**src/rtl/spi_ctrl_pkg.sv**
```systemverilog
`default_nettype none
// ============================================================================
// Module   : spi_ctrl_pkg
// Brief    : Shared widths, slave constants, state encoding and slave-select
//            decode helper for the SPI transaction controller.
//            The GAP state exists only when SPI_CTRL_GAP_EN is defined.
// Revision : 1.0 - initial release
// ============================================================================
package spi_ctrl_pkg;

    localparam int         SPI_BYTE_W        = 8;
    localparam int         SPI_NUM_SLAVES    = 3;
    localparam logic [1:0] SPI_SLAVE_ILLEGAL = 2'd3;

    localparam int c_STATE_W = 3;

    localparam logic [c_STATE_W-1:0] c_ST_IDLE    = 3'd0;
    localparam logic [c_STATE_W-1:0] c_ST_LOAD    = 3'd1;
    localparam logic [c_STATE_W-1:0] c_ST_SHIFT   = 3'd2;
    localparam logic [c_STATE_W-1:0] c_ST_CAPTURE = 3'd3;
    localparam logic [c_STATE_W-1:0] c_ST_RESP    = 3'd4;
`ifdef SPI_CTRL_GAP_EN
    localparam logic [c_STATE_W-1:0] c_ST_GAP     = 3'd5;
`endif

    typedef enum logic [c_STATE_W-1:0] {
        ST_IDLE    = c_ST_IDLE,
        ST_LOAD    = c_ST_LOAD,
        ST_SHIFT   = c_ST_SHIFT,
        ST_CAPTURE = c_ST_CAPTURE,
        ST_RESP    = c_ST_RESP
`ifdef SPI_CTRL_GAP_EN
        ,
        ST_GAP     = c_ST_GAP
`endif
    } state_t;

    // Active-low select vector with only the addressed slave driven low.
    function automatic logic [SPI_NUM_SLAVES-1:0] ss_select_n(input logic [1:0] slave);
        logic [SPI_NUM_SLAVES-1:0] v;
        v = '1;
        case (slave)
            2'd0:    v = 3'b110;
            2'd1:    v = 3'b101;
            2'd2:    v = 3'b011;
            default: v = '1;
        endcase
        return v;
    endfunction

endpackage
`default_nettype wire

```
**src/rtl/spi_bit_counter.sv**
```systemverilog
`default_nettype none
// ============================================================================
// Module   : spi_bit_counter
// Brief    : 3-bit bit-position counter with clear and enable; flags the
//            terminal count 7 that ends a byte exchange.
// Revision : 1.0 - initial release
// ============================================================================
module spi_bit_counter (
    input  logic sclk,
    input  logic reset,
    input  logic i_clr,
    input  logic i_en,
    output logic o_tc
);

    logic [2:0] r_count;

    // Count bit positions; clear has priority over enable.
    always_ff @(posedge sclk) begin
        if (!reset) begin
            r_count <= 3'd0;
        end else if (i_clr) begin
            r_count <= 3'd0;
        end else if (i_en) begin
            r_count <= r_count + 3'd1;
        end
    end

    assign o_tc = (r_count == 3'd7);

endmodule
`default_nettype wire

```
**src/rtl/spi_txn_ctrl.sv**
```systemverilog
`default_nettype none
// ============================================================================
// Module   : spi_txn_ctrl
// Brief    : Turns one request (slave index + byte) into the SPI core's load
//            pulse, an 8-cycle slave-select window and a captured receive
//            byte returned on a valid/ready response port.
//            Optional macro SPI_CTRL_GAP_EN inserts GAP_CYCLES idle cycles
//            after every response handshake.
// Revision : 1.0 - initial release
// ============================================================================
module spi_txn_ctrl
    import spi_ctrl_pkg::*;
#(
    parameter int GAP_CYCLES = 4
) (
    input  logic                  sclk,
    input  logic                  reset,
    input  logic                  req_valid,
    output logic                  req_ready,
    input  logic [1:0]            req_slave,
    input  logic [SPI_BYTE_W-1:0] req_data,
    output logic                  rsp_valid,
    input  logic                  rsp_ready,
    output logic [SPI_BYTE_W-1:0] rsp_data,
    output logic                  rsp_err,
    output logic [SPI_BYTE_W-1:0] datain,
    output logic                  load,
    output logic                  ss0,
    output logic                  ss1,
    output logic                  ss2,
    input  logic [SPI_BYTE_W-1:0] miso_in
);

    if (GAP_CYCLES < 1 || GAP_CYCLES > 15) begin : g_gap_range_chk
        $error("spi_txn_ctrl: GAP_CYCLES must be within 1..15");
    end

    state_t                    r_state,     w_state_next;
    logic [SPI_BYTE_W-1:0]     r_datain,    w_datain_next;
    logic [1:0]                r_slave,     w_slave_next;
    logic                      r_load,      w_load_next;
    logic [SPI_NUM_SLAVES-1:0] r_ss_n,      w_ss_n_next;
    logic                      r_rsp_valid, w_rsp_valid_next;
    logic [SPI_BYTE_W-1:0]     r_rsp_data,  w_rsp_data_next;
    logic                      r_rsp_err,   w_rsp_err_next;
    logic                      w_req_hs;
    logic                      w_bit_tc;
`ifdef SPI_CTRL_GAP_EN
    logic [3:0]                r_gap_cnt,   w_gap_cnt_next;
`endif

    // Ready is a pure state decode, held low while reset is asserted.
    assign req_ready = reset && (r_state == ST_IDLE);
    assign w_req_hs  = req_valid && req_ready;

    spi_bit_counter u_bit_counter (
        .sclk  (sclk),
        .reset (reset),
        .i_clr (r_state == ST_LOAD),
        .i_en  (r_state == ST_SHIFT),
        .o_tc  (w_bit_tc)
    );

    // Next-state and next-output decode; every output is registered below.
    always_comb begin
        w_state_next     = r_state;
        w_datain_next    = r_datain;
        w_slave_next     = r_slave;
        w_load_next      = 1'b0;
        w_ss_n_next      = '1;
        w_rsp_valid_next = r_rsp_valid;
        w_rsp_data_next  = r_rsp_data;
        w_rsp_err_next   = r_rsp_err;
`ifdef SPI_CTRL_GAP_EN
        w_gap_cnt_next   = r_gap_cnt;
`endif
        case (r_state)
            ST_IDLE: begin
                if (w_req_hs) begin
                    if (req_slave == SPI_SLAVE_ILLEGAL) begin
                        // Rejected without touching the bus.
                        w_state_next     = ST_RESP;
                        w_rsp_valid_next = 1'b1;
                        w_rsp_err_next   = 1'b1;
                        w_rsp_data_next  = '0;
                    end else begin
                        w_state_next  = ST_LOAD;
                        w_slave_next  = req_slave;
                        w_datain_next = req_data;
                        w_load_next   = 1'b1;
                    end
                end
            end
            ST_LOAD: begin
                w_state_next = ST_SHIFT;
                w_ss_n_next  = ss_select_n(r_slave);
            end
            ST_SHIFT: begin
                // Select stays low through count 7, released on the exit edge.
                if (w_bit_tc) begin
                    w_state_next = ST_CAPTURE;
                end else begin
                    w_ss_n_next = ss_select_n(r_slave);
                end
            end
            ST_CAPTURE: begin
                w_state_next     = ST_RESP;
                w_rsp_valid_next = 1'b1;
                w_rsp_err_next   = 1'b0;
                w_rsp_data_next  = miso_in;
            end
            ST_RESP: begin
                if (rsp_ready) begin
                    w_rsp_valid_next = 1'b0;
`ifdef SPI_CTRL_GAP_EN
                    w_state_next     = ST_GAP;
                    w_gap_cnt_next   = 4'(GAP_CYCLES - 1);
`else
                    w_state_next     = ST_IDLE;
`endif
                end
            end
`ifdef SPI_CTRL_GAP_EN
            ST_GAP: begin
                if (r_gap_cnt == 4'd0) begin
                    w_state_next = ST_IDLE;
                end else begin
                    w_gap_cnt_next = r_gap_cnt - 4'd1;
                end
            end
`endif
            default: begin
                w_state_next = ST_IDLE;
            end
        endcase
    end

    // State and output registers; reset aborts any transfer immediately.
    always_ff @(posedge sclk) begin
        if (!reset) begin
            r_state     <= ST_IDLE;
            r_datain    <= '0;
            r_slave     <= 2'd0;
            r_load      <= 1'b0;
            r_ss_n      <= '1;
            r_rsp_valid <= 1'b0;
            r_rsp_data  <= '0;
            r_rsp_err   <= 1'b0;
`ifdef SPI_CTRL_GAP_EN
            r_gap_cnt   <= 4'd0;
`endif
        end else begin
            r_state     <= w_state_next;
            r_datain    <= w_datain_next;
            r_slave     <= w_slave_next;
            r_load      <= w_load_next;
            r_ss_n      <= w_ss_n_next;
            r_rsp_valid <= w_rsp_valid_next;
            r_rsp_data  <= w_rsp_data_next;
            r_rsp_err   <= w_rsp_err_next;
`ifdef SPI_CTRL_GAP_EN
            r_gap_cnt   <= w_gap_cnt_next;
`endif
        end
    end

    assign datain    = r_datain;
    assign load      = r_load;
    assign ss0       = r_ss_n[0];
    assign ss1       = r_ss_n[1];
    assign ss2       = r_ss_n[2];
    assign rsp_valid = r_rsp_valid;
    assign rsp_data  = r_rsp_data;
    assign rsp_err   = r_rsp_err;

endmodule
`default_nettype wire

```
**config.mk**
```make
export PLATFORM = sky130hd
export DESIGN_NAME = spi_txn_ctrl
export DESIGN_NICKNAME = d
export VERILOG_FILES = /design/src/rtl/spi_ctrl_pkg.sv /design/src/rtl/spi_bit_counter.sv /design/src/rtl/spi_txn_ctrl.sv
export SDC_FILE = /design/constraint.sdc
export NUM_CORES = 1
export LEC_CHECK = 0
export CAP_MARGIN = 20
export CELL_PAD_IN_SITES_DETAIL_PLACEMENT = 1
export CELL_PAD_IN_SITES_GLOBAL_PLACEMENT = 1
export CORE_MARGIN = 2
export CORE_UTILIZATION = 28
export DETAILED_ROUTE_END_ITERATION = 8
export PLACE_DENSITY = 0.74
export SLEW_MARGIN = 20
export SYNTH_ARGS = -nofsm -noshare
export SYNTH_HDL_FRONTEND = slang
export SYNTH_HIERARCHICAL = 1
export SYNTH_SLANG_ARGS = --single-unit
```
**constraint.sdc**
```tcl
create_clock -name sclk -period 1.5 [get_ports sclk]
set_clock_uncertainty 0.1 [all_clocks]
set_input_delay 0.375 -clock sclk [delete_from_list [all_inputs] [get_ports sclk]]
set_output_delay 0.375 -clock sclk [all_outputs]
set_load 0.03 [all_outputs]
```
-- After elaboration in Yosys (flattened, before gate mapping)
Cells that the tools add are included.
- bits in registers: 30
- output and inout bits: 23
- add/subtract/negate cells: 1
- equal/unequal tests: 12
- muxes and demuxes: 17
- bitwise logic cells: 2
- reduce and logical (&&, ||, !) cells: 12
- operator list (cell ; number):
    8-bit two-way mux ; 2
    8-bit one-hot mux with 2 select lines ; 1
    3-bit two-way mux ; 5
    3-bit one-hot mux with 5 select lines ; 1
    3-bit AND reduction ; 4
    3-bit one-hot mux with 3 select lines ; 1
    3-bit by 2-bit == test with 1-bit output (second input constant) ; 2
    3-bit == test (second input constant) ; 2
    2-bit inequality test (second input constant) ; 3
    3-bit one-hot mux with 2 select lines ; 1
    2-bit == test (second input constant) ; 2
    1-bit two-way mux ; 4
    4-bit AND reduction ; 1
    3-bit by 1-bit adder with 3-bit output (second input constant) ; 1
    3-bit by 1-bit == test with 1-bit output (second input constant) ; 1
    3-bit zero test ; 1
    1-bit one-hot mux with 3 select lines ; 1
    3-bit nonzero test ; 1
    2-bit by 1-bit == test with 1-bit output (second input constant) ; 1
    1-bit logical AND ; 2
    2-bit zero test ; 1
    2-bit by 1-bit inequality test with 1-bit output (second input constant) ; 1
    1-bit NOT ; 2
    1-bit one-hot mux with 2 select lines ; 1
    other kinds (2) ; 2

-- Longest topological paths before layout
- depth after elaboration: 5
- depth in mapped cells: 5
- mapped depth without buffers: 4

-- Cells and area by module
The synthesis kept the hierarchy.
- modules (own cells, without submodules) (module ; times used ; cells an instance ; area each (um^2)):
    spi_txn_ctrl ; 1 ; 106 ; 1048.5
    spi_bit_counter ; 1 ; 12 ; 131.4

-- Least setup slack after synthesis
OpenSTA, ideal clock, no wires.
- path type: register to output
- start point: reg r_state[1]
- end point: out req_ready
- data arrival time: 1.052 ns
- required time: 1.025 ns
- path slack: -0.027 ns
- cell stages (with the launch flop): 4
- buffers on the path: 2
- cells stage by stage: dfxtp_1 buf_6 nor4b_4 buf_6
- longest elaborated chain between the ends: 2
- RTL lines (what ; RTL line ; text):
    start, declared ; spi_txn_ctrl.sv:38 ; state_t r_state, w_state_next;
    start signal, assigned ; spi_txn_ctrl.sv:153 ; r_state <= w_state_next;
    3-bit zero test ; spi_txn_ctrl.sv:53 ; assign req_ready = reset && (r_state == ST_IDLE);
    1-bit logical AND ; spi_txn_ctrl.sv:53 ;
    end, declared ; spi_txn_ctrl.sv:19 ; output logic req_ready,
Every way passes these cells.

-- Final worst setup path
- start point: reg r_state[0]
- end point: out req_ready
Same word-level chain as after synthesis.

==> results by group <==
Clock network
  • H-tree depth: 2
  • Clock-pin slew on the worst setup and hold paths: 0.06 ns
  • Root buffer cell: clkbuf_8
  • CTS tree: yes
  • Total CTS buffers: 5
  • Skew-Pair Late Insertion Delay: 0.28 ns
  • Clk sinks: 30
  • CTS Buffer Depth: 2

Worst setup path
  • Worst setup EP type: output pin
  • Crit path launch type: register
  • Critical Setup Path Class: register to output pin
  • Crit Path Max Fanout: 3
  • WP data required: 1.02 ns
  • Critical Path AT: 1.18 ns

Logic synthesis
  • Asr flop ratio synth: 0%
  • Sequential area share after synthesis: 50.90%
  • Synth top area share: 50.90%
  • Number of unique standard cell types used by synthesis: 32
  • Synthesized area per cell: 9.999 sq um
  • Largest cells by area after synthesis: dfxtp_1 51%, a22o_1 5.9%, nand3_1 3.8%, o21ai_0 3.8%, nand2_1 3.2%
  • Number of flops mapped to enable cells by yosys: 0
  • Flops & latches, synth: 30
  • Synth area leader: dfxtp_1
  • Synthesized Nets: 142
  • Mapped Area: 1180 sq um
  • Top_reg_cell synth: dfxtp_1
  • Syn Inst Count: 118
  • Syn. warnings: 6

Placed design
  • Port Buffers: 44
  • Placed Cells: 227
  • RePlAce Congestion: 0.8370
  • Hpwl dp: 2587 um

Global route
  • Total GRT Usage: 15.68%
  • Antenna violations before repair: 0
  • First-pass GRT wire length: 5306 um
  • Largest net degree at the start of global routing: 10
  • GR Overflow Total: 0
  • Vias in the first global route: 1,117

STA
  • Setup violators final: 10
  • FMAX: 603.4 MHz
  • RSZ-0062 raised after global routing: true
  • Crit share post-route: 110.5%
  • Final Max Slew Viols: 0
  • Worst slew pin tran: 0.3960 ns
  • WHS: 0.3251 ns
  • Final hold violation count: 0
  • Min Tclk post-route: 1.657 ns
  • Relative slew margins: 73.36%
  • Setup TNS: -0.7503 ns
  • Final setup margin: -0.1573 ns

Final layout
  • Non-Filler Instances: 241
  • Area grow syn2layout: 64.69%
  • Post-layout util: 48.23%
  • Final Net Count: 214
  • Most frequent cells in the layout: 27 x dfxtp_1, 24 x buf_4, 20 x clkdlybuf4s50_1
  • N_diodes: 0
  • Register area: 609.3 sq um
  • Multi-input logic area: 549.3 sq um
  • Commonest non-fill, non-tap cell in the layout: dfxtp_1
  • Share of layout cells above drive strength 1: 29.84%
  • Fillers: 462

Route
  • Drt wl/cell: 15.32 um
  • DRT Pass-1 Iters: 4
  • DR iter-0 viols: 22
  • Antenna viol nets, final: 0
  • Via count: 1,172
  • Residual DRC: 0
  • Final WL: 3692 um
  • Vias per cell: 4.863

Run status
  • Failing checks: negative setup slack
  • Outcome: finished, violations left

Power and ir drop
  • Pwr dens: 1032 nW/um^2
  • Pwr Total: 2.005 mW
  • Maximum VDD drop: 0.4826 mV
  • Leakage: 0.8335 nW

Run
  • Max Cap Viol: 0

Die
  • Initial core utilization: 29.29%
  • Cell Rows: 23
  • DIE WIDTH: 68.92 um
  • Die area: 4749 sq um
  • CORE AREA: 4029 sq um
  • DIE HEIGHT: 68.92 um
  • Ports: 45

Worst hold path
  • Hold crit path type: register to register
[power by group]
part           internal (mW)  leakage, nW  switching (mW)
Clock                  0.463       0.0575           0.293
Combinational          0.192        0.530           0.198
Sequential             0.834        0.246          0.0265
[routing by layer]
| metal | track usage, % | part of all wire [%] |
|---|---|---|
| met1 | 18.13 | 43 |
| met2 | 27.04 | 50 |
| met3 | 3.896 | 5.6 |
| met4 | 7.353 | 1.7 |
| met5 | 0 | 0 |
[cell type report]
cell class / count / share of cell area, %
inverter: 3 / 0.5795
multi-input combinational: 80 / 28.27
tap: 50 / 3.220
sequential: 30 / 31.36
timing repair buffer: 70 / 30.91
clock buffer: 8 / 5.666
[state kept, by name, indices dropped and copies added (netlist names)]
register,cells
rsp_data,8
rsp_valid,1
u_bit_counter/r_count,3
r_ss_n,3
r_state,3
datain,8
r_slave,2
load,1
rsp_err,1
[synthesized netlist by cell type, drive strengths merged (2+ instances only)]
cell type and count:
dfxtp 30, nand2 10, nand3 9, o21ai 9, a22o 8, nor2 7, buf 6, a21oi 4
a31oi 4, inv 3, mux2i 3, nand2b 3, nor3 3, and3 2, ha 2, nand3b 2
[timing repair]
action | CTS | global route
hold buffers | 0 | 0
setup buffers | 2 | 4
hold endpoints to repair | 0 | 0
pin swaps | 1 | 2
resized for setup | 33 | 33
setup endpoints to repair | 41 | 30
cloned | 0 | 1
[worst max-delay path, cell delays in order, from the launching register on]
cell	delay [ns]
dfxtp_4	0.35
nor4b_4	0.27
buf_4	0.16
buf_6	0.12
[stage by stage]
| step | setup WS (ns) | instance area [sq um] |
|---|---|---|
| 6_report | -0.1573 | 1943 |
| 5_1_grt | -0.1824 | 1943 |
| 4_1_cts | -0.1746 | 1899 |
| 3_5_place_dp | -0.4448 | 1783 |
| 3_3_place_gp | -0.3859 | 1783 |
| 2_1_floorplan | -0.02673 | 1180 |
[cells by family after synthesis]
| kind of cell | share of synthesized area [%] |
|---|---|
| adders and majority gates | 2.121 |
| DFF | 50.90 |
| buffers and inverters | 5.195 |
| xor gates and xnor gates | 0.7424 |
| AOI/OAI and AO/OA | 18.35 |
| and+or+nand+nor | 20.15 |
| muxes | 2.545 |
[final timing paths]
check | to | cells after the start | from | slack [ns]
worst max-delay path | req_ready | 3 | r_state[0] | -0.16
worst min-delay path | r_ss_n[2] | 1 | r_slave[1] | 0.33
worst max register to register | rsp_data[7] | 7 | r_state[0] | -0.08
worst min register to register | r_ss_n[2] | 1 | r_slave[1] | 0.33
(Power assumes the default switching activity.)
